## src/rtl/cpu_pkg.sv

```systemverilog
// Shared CPU definitions: register-file geometry, well-known register indices
// and the exception status codes carried on the exception write port.
package cpu_pkg;

  localparam int DATA_W    = 32;
  localparam int REG_IDX_W = 5;

  localparam logic [REG_IDX_W-1:0] REG_ZERO    = 5'd0;
  localparam logic [REG_IDX_W-1:0] REG_RSTATUS = 5'd30;
  localparam logic [REG_IDX_W-1:0] REG_RA      = 5'd31;

  typedef enum logic [DATA_W-1:0] {
    EXC_NONE = 32'd0,
    EXC_ADD  = 32'd1,
    EXC_ADDI = 32'd2,
    EXC_SUB  = 32'd3,
    EXC_MUL  = 32'd4,
    EXC_DIV  = 32'd5
  } exc_code_e;

endpackage

```

## src/rtl/regfile_wb_if.sv

```systemverilog
// Writeback/decode side of the register file: write strobes, exception write
// and the two combinational read ports.
interface regfile_wb_if;
  import cpu_pkg::*;

  // No valid/ready pair here: each strobe qualifies exactly one cycle, so a
  // strobe held high for N cycles performs N writes; reads are combinational.
  logic                 ctrl_writeEnable;
  logic [REG_IDX_W-1:0] ctrl_writeReg;
  logic [DATA_W-1:0]    data_writeReg;
  logic                 ctrl_excEnable;
  logic [DATA_W-1:0]    data_exc;
  logic [REG_IDX_W-1:0] ctrl_readRegA;
  logic [REG_IDX_W-1:0] ctrl_readRegB;
  logic [DATA_W-1:0]    data_readRegA;
  logic [DATA_W-1:0]    data_readRegB;

  modport master (
    output ctrl_writeEnable, ctrl_writeReg, data_writeReg,
    output ctrl_excEnable, data_exc,
    output ctrl_readRegA, ctrl_readRegB,
    input  data_readRegA, data_readRegB
  );

  modport slave (
    input  ctrl_writeEnable, ctrl_writeReg, data_writeReg,
    input  ctrl_excEnable, data_exc,
    input  ctrl_readRegA, ctrl_readRegB,
    output data_readRegA, data_readRegB
  );

endinterface

```

## src/rtl/regfile_reg.sv

```systemverilog
// One register-file entry: W-bit register with asynchronous clear and load enable.
module regfile_reg
  import cpu_pkg::*;
#(
  parameter int W = DATA_W
) (
  input  logic         clock,
  input  logic         reset,
  input  logic         en,
  input  logic [W-1:0] d,
  output logic [W-1:0] q
);

  always_ff @(posedge clock or posedge reset) begin
    if (reset) begin
      q <= '0;
    end else if (en) begin
      q <= d;
    end
  end

endmodule

```

## src/rtl/regfile_wb.sv

```systemverilog
// 32x32 register file with r0 hardwired to zero and an exception port into $rstatus.
// Optional same-cycle write-to-read bypass when REGFILE_BYPASS_EN is defined.
module regfile_wb
  import cpu_pkg::*;
#(
  parameter int NUM_REGS   = 32,
  parameter int DATA_W     = cpu_pkg::DATA_W,
  parameter int STATUS_REG = 30
) (
  input  logic         clock,
  input  logic         reset,
  regfile_wb_if.slave  rf
);

  logic [NUM_REGS-1:1] wr_en;
  logic [DATA_W-1:0]   wr_data [1:NUM_REGS-1];
  logic [DATA_W-1:0]   q       [NUM_REGS];
  logic [REG_IDX_W-1:0] rd_idx  [2];
  logic [DATA_W-1:0]    rd_data [2];

  // One-hot write decode; the exception port overrides the normal port at STATUS_REG.
  always_comb begin
    for (int i = 1; i < NUM_REGS; i++) begin
      wr_en[i]   = rf.ctrl_writeEnable && (rf.ctrl_writeReg == REG_IDX_W'(i));
      wr_data[i] = rf.data_writeReg;
      if (i == STATUS_REG && rf.ctrl_excEnable) begin
        wr_en[i]   = 1'b1;
        wr_data[i] = rf.data_exc;
      end
    end
  end

  assign q[0] = '0;

  for (genvar g = 1; g < NUM_REGS; g++) begin : g_reg
    regfile_reg #(.W(DATA_W)) u_reg (
      .clock (clock),
      .reset (reset),
      .en    (wr_en[g]),
      .d     (wr_data[g]),
      .q     (q[g])
    );
  end

  assign rd_idx[0] = rf.ctrl_readRegA;
  assign rd_idx[1] = rf.ctrl_readRegB;

  always_comb begin
    for (int p = 0; p < 2; p++) begin
      rd_data[p] = q[rd_idx[p]];
`ifdef REGFILE_BYPASS_EN
      // wr_en has no entry for index 0, so r0 can never be bypassed.
      for (int i = 1; i < NUM_REGS; i++) begin
        if (wr_en[i] && rd_idx[p] == REG_IDX_W'(i)) begin
          rd_data[p] = wr_data[i];
        end
      end
`endif
      if (reset) begin
        rd_data[p] = '0;
      end
    end
  end

  assign rf.data_readRegA = rd_data[0];
  assign rf.data_readRegB = rd_data[1];

endmodule

```

## src/flat_wrapper.sv

```systemverilog
// flat-port wrapper written by rule: the top's interface ports become plain ports
module regfile_wb_flat import cpu_pkg::*;
#(
  parameter int NUM_REGS   = 32,
  parameter int DATA_W     = cpu_pkg::DATA_W,
  parameter int STATUS_REG = 30
)
  (clock, reset, rf_ctrl_writeEnable, rf_ctrl_writeReg, rf_data_writeReg, rf_ctrl_excEnable, rf_data_exc, rf_ctrl_readRegA, rf_ctrl_readRegB, rf_data_readRegA, rf_data_readRegB);
  regfile_wb_if rf_i ();
  input  logic clock;
  input  logic reset;
  input wire logic [$bits(rf_i.ctrl_writeEnable)-1:0] rf_ctrl_writeEnable;
  input wire logic [$bits(rf_i.ctrl_writeReg)-1:0] rf_ctrl_writeReg;
  input wire logic [$bits(rf_i.data_writeReg)-1:0] rf_data_writeReg;
  input wire logic [$bits(rf_i.ctrl_excEnable)-1:0] rf_ctrl_excEnable;
  input wire logic [$bits(rf_i.data_exc)-1:0] rf_data_exc;
  input wire logic [$bits(rf_i.ctrl_readRegA)-1:0] rf_ctrl_readRegA;
  input wire logic [$bits(rf_i.ctrl_readRegB)-1:0] rf_ctrl_readRegB;
  output wire logic [$bits(rf_i.data_readRegA)-1:0] rf_data_readRegA;
  output wire logic [$bits(rf_i.data_readRegB)-1:0] rf_data_readRegB;
  assign rf_i.ctrl_writeEnable = rf_ctrl_writeEnable;
  assign rf_i.ctrl_writeReg = rf_ctrl_writeReg;
  assign rf_i.data_writeReg = rf_data_writeReg;
  assign rf_i.ctrl_excEnable = rf_ctrl_excEnable;
  assign rf_i.data_exc = rf_data_exc;
  assign rf_i.ctrl_readRegA = rf_ctrl_readRegA;
  assign rf_i.ctrl_readRegB = rf_ctrl_readRegB;
  assign rf_data_readRegA = rf_i.data_readRegA;
  assign rf_data_readRegB = rf_i.data_readRegB;
  regfile_wb #(.NUM_REGS(NUM_REGS), .DATA_W(DATA_W), .STATUS_REG(STATUS_REG)) u_core (.clock(clock), .reset(reset), .rf(rf_i));
endmodule
```

## config.mk

```make
export PLATFORM = sky130hd
export DESIGN_NAME = regfile_wb_flat
export DESIGN_NICKNAME = d
export VERILOG_FILES = /design/src/rtl/cpu_pkg.sv /design/src/rtl/regfile_wb_if.sv /design/src/rtl/regfile_reg.sv /design/src/rtl/regfile_wb.sv /design/src/flat_wrapper.sv
export SDC_FILE = /design/constraint.sdc
export NUM_CORES = 2
export LEC_CHECK = 0
export BUFFER_PORTS_ARGS = -buffer_cell sky130_fd_sc_hd__buf_4
export CORE_AREA = 3 3 296 298
export CTS_BUF_LIST = sky130_fd_sc_hd__clkbuf_8 sky130_fd_sc_hd__clkbuf_16
export CTS_CLUSTER_SIZE = 14
export DETAILED_ROUTE_END_ITERATION = 7
export DIE_AREA = 0 0 299 301
export GPL_TIMING_DRIVEN = 0
export HOLD_SLACK_MARGIN = 0.12
export MAX_ROUTING_LAYER = met4
export PLACE_DENSITY = 0.83
export SYNTH_ARGS = -nofsm -noshare
export SYNTH_HDL_FRONTEND = slang
export SYNTH_SLANG_ARGS = --single-unit
```

## constraint.sdc

```tcl
create_clock -name clock -period 41.2 [get_ports clock]
set_clock_uncertainty 0.15 [all_clocks]
set_input_delay 2.06 -clock clock [delete_from_list [all_inputs] [get_ports clock]]
set_output_delay 2.06 -clock clock [all_outputs]
set_load 0.01 [all_outputs]
```

==> flow_metrics.tcl <==
set metrics [dict create \
    cts_setup_buffers 0 \
    die_w_um 299 \
    multiInputGateArea_um2 26600 \
    finalSetupViolCount 0 \
    power_leakage_nw 26.0 \
    holdWs_ps 353 \
    grt_max_degree 131 \
    clock_power_share 0.332 \
    synthesis.area_um2 53400 \
    swShare 0.286 \
    die_y_um 301 \
    rows 107 \
    criticalPathCategory "in -> out" \
    largest_reg_flops 992 \
    yosysSeqAreaShare 0.465 \
    routed-via-count 39000 \
    cts_tree "yes" \
    grtUsageTotal 0.442 \
    crit_required_ps 38990 \
    combinationalPowerShare 0.212 \
    route.detailed.drc 8 \
    p_seq_frac 0.456 \
    synth-edff-count 0 \
    clock_latency_ps 680 \
    yosysWarnings 0 \
    rsz0062_at_grt "false" \
    regMostFlops "u_core.g.u_reg.q" \
    total_power_mw 2.88 \
    slew_viol_final 0 \
    max_cap_violations 0 \
    drt_iter0_markers 5977 \
    finalHoldViolCount 0 \
    root_buffer "clkbuf_16" \
    avgSynthCellArea_um2 14.8 \
    firstDrtPassIters 8 \
    routabilityCongestion 1.05 \
    ios 147 \
    synthTopCellsByCount "dfrtp_1, mux2_2, mux4_2, clkbuf_1, buf_2" \
    finalCriticalPeriod_ps 7740 \
    path_max_fanout 10 \
    worstHoldPathType "reg -> reg" \
    timing.final.crit_share 0.188 \
    ir_drop_mv 0.0430 \
    endpoint_kind "output port" \
    dieArea_um2 90000 \
    pre_cts_slack_ps 33730 \
    p_sw_mw 0.823 \
    power_density_nw_per_um2 48.2 \
    violations "DRC" \
    vias_per_cell 7.64 \
    grt_pass1_vias 39600 \
    ys_top_cells_by_area "dfrtp_1, mux2_2, mux4_2" \
    crit_path_start_kind "input port" \
    grt_overflow 0 \
    start_util 0.627 \
    final_nets 3948 \
    internal-power_mw 2.05 \
    synthFlopType "dfrtp_1" \
    wl_mm 193 \
    syn_to_final_growth_pct 11.6 \
    synth_top_area_frac 0.465 \
    whs_path_depth 1 \
    tightest_slew_ps 1420 \
    fillCellCount 5696 \
    wire_per_inst_um 37.7 \
    reg2reg_depth 2 \
    hold_buffers 0 \
    core_area_um2 85100 \
    htreeDepth 3 \
    numCtsBuffers 103 \
    syn_inst 3611 \
    clk_path_buf_depth 3 \
    fin_ws_ps 33460 \
    synth_nets 3694 \
    async_flop_share 1.00 \
    drive_above_1_share 0.482 \
    fmax_mhz 129 \
    worstPathArrival_ps 5530 \
    yosys.area.top_type "dfrtp_1" \
    hpwl_mm 131 \
    seq_area_um2 24800 \
    numPortBuffers 138 \
    postCtsResizedCells 0 \
    reg_top3 "u_core.g.u_reg.q x992" \
    synth_cell_type_count 39 \
    grt_pass1_wl_mm 275 \
    ys_ff_latch 992 \
    antenna_found_initial 8 \
    outcome "finished, violations left" \
    clk_pin_slew_ps 60 \
    cts.sinks 992 \
    yosysMostFrequentCell "dfrtp_1" \
    relSlewSlack 0.0517 \
    antenna_left 0 \
]
[cells in the final DEF, fill, tap and decap left out, types with 29 or more instances in the layout]
cell | netlist | routed
inv_1 | 3 | 29
nor2_1 | 44 | 44
a2111oi_0 | 30 | 30
a311oi_1 | 30 | 30
mux4_2 | 406 | 406
buf_4 | 27 | 165
dfrtp_1 | 992 | 992
a211o_1 | 29 | 29
a21oi_1 | 32 | 32
a221oi_1 | 95 | 95
a22o_1 | 30 | 30
o22ai_1 | 59 | 59
clkbuf_16 | 0 | 103
mux2_1 | 75 | 75
clkbuf_1 | 188 | 188
or3_1 | 62 | 62
buf_2 | 158 | 158
mux2_2 | 980 | 980
nand2_1 | 75 | 75
o21ai_0 | 32 | 32
mux2i_1 | 131 | 131
nor2b_1 | 40 | 40
[power groups by stage]
stage / clock network (mW) / logic [mW] / registers [mW]
CTS: 0.952 / 0.597 / 1.30
detailed placement: 0 / 0.591 / 1.31
global route: 0.994 / 0.638 / 1.33
finish: 0.956 / 0.609 / 1.31
global placement: 0 / 0.568 / 1.30
floorplan: 0 / 0.451 / 1.27
[metrics by stage]
stage | std cells | TNS, ps | utilization | instance area (um2)
final | 5104 | 0 | 0.700 | 59600
after global routing | 5101 | 0 | 0.700 | 59600
after CTS | 5090 | 0 | 0.700 | 59600
after detailed placement | 4902 | 0 | 0.659 | 56100
after global placement | 4893 | -196850 | 0.656 | 55900
after floorplan | 3611 | 0 | - | 53400
[path summary, 6_finish.rpt]
path                            slack [ps]                                      from                                        to
worst max-delay path                 33460                       rf_ctrl_readRegB[4]                      rf_data_readRegB[21]
worst max register to register       40150   u_core.g_reg[30].u_reg.q[0]$_DFFE_PP0P_   u_core.g_reg[30].u_reg.q[0]$_DFFE_PP0P_
max in group asynchronous            36540                                     reset   u_core.g_reg[21].u_reg.q[8]$_DFFE_PP0P_
min in group asynchronous             2370                                     reset   u_core.g_reg[1].u_reg.q[23]$_DFFE_PP0P_
worst min-delay path                   350  u_core.g_reg[22].u_reg.q[25]$_DFFE_PP0P_  u_core.g_reg[22].u_reg.q[25]$_DFFE_PP0P_
worst min register to register         350  u_core.g_reg[22].u_reg.q[25]$_DFFE_PP0P_  u_core.g_reg[22].u_reg.q[25]$_DFFE_PP0P_
[logic make-up after synthesis]
family	count (synthesis)	synth area share
multiplexers	1602	0.423
flip-flops	992	0.465
AND/OR/NAND/NOR	257	0.0248
AO/OA/AOI/OAI	352	0.0503
buffers and inverters	408	0.0371
[worst max-delay path, cell delays in order]
cell and delay [ps]:
buf_4 140, clkbuf_1 340, nand3b_1 710, clkbuf_1 1060, o22ai_1 230, a211o_1 380
a21oi_1 380, buf_4 210
[area by class of cell]
type | instances | area share
antenna | 12 | 0.000504
inverter | 3 | 0.000315
multi-input combinational | 2211 | 0.446
sequential | 992 | 0.416
clock buffer | 124 | 0.0481
clock inverter | 64 | 0.00946
buffer | 405 | 0.0331
tap | 1144 | 0.0240
timing repair buffer | 149 | 0.0218
[per-layer routing]
layer	GRT usage	wire length (um)
met1	0.539	66700
met5	-	0
met2	0.601	81500
met3	0.203	29700
met4	0.271	14700
No activity file was read; power rests on OpenSTA's default activity.
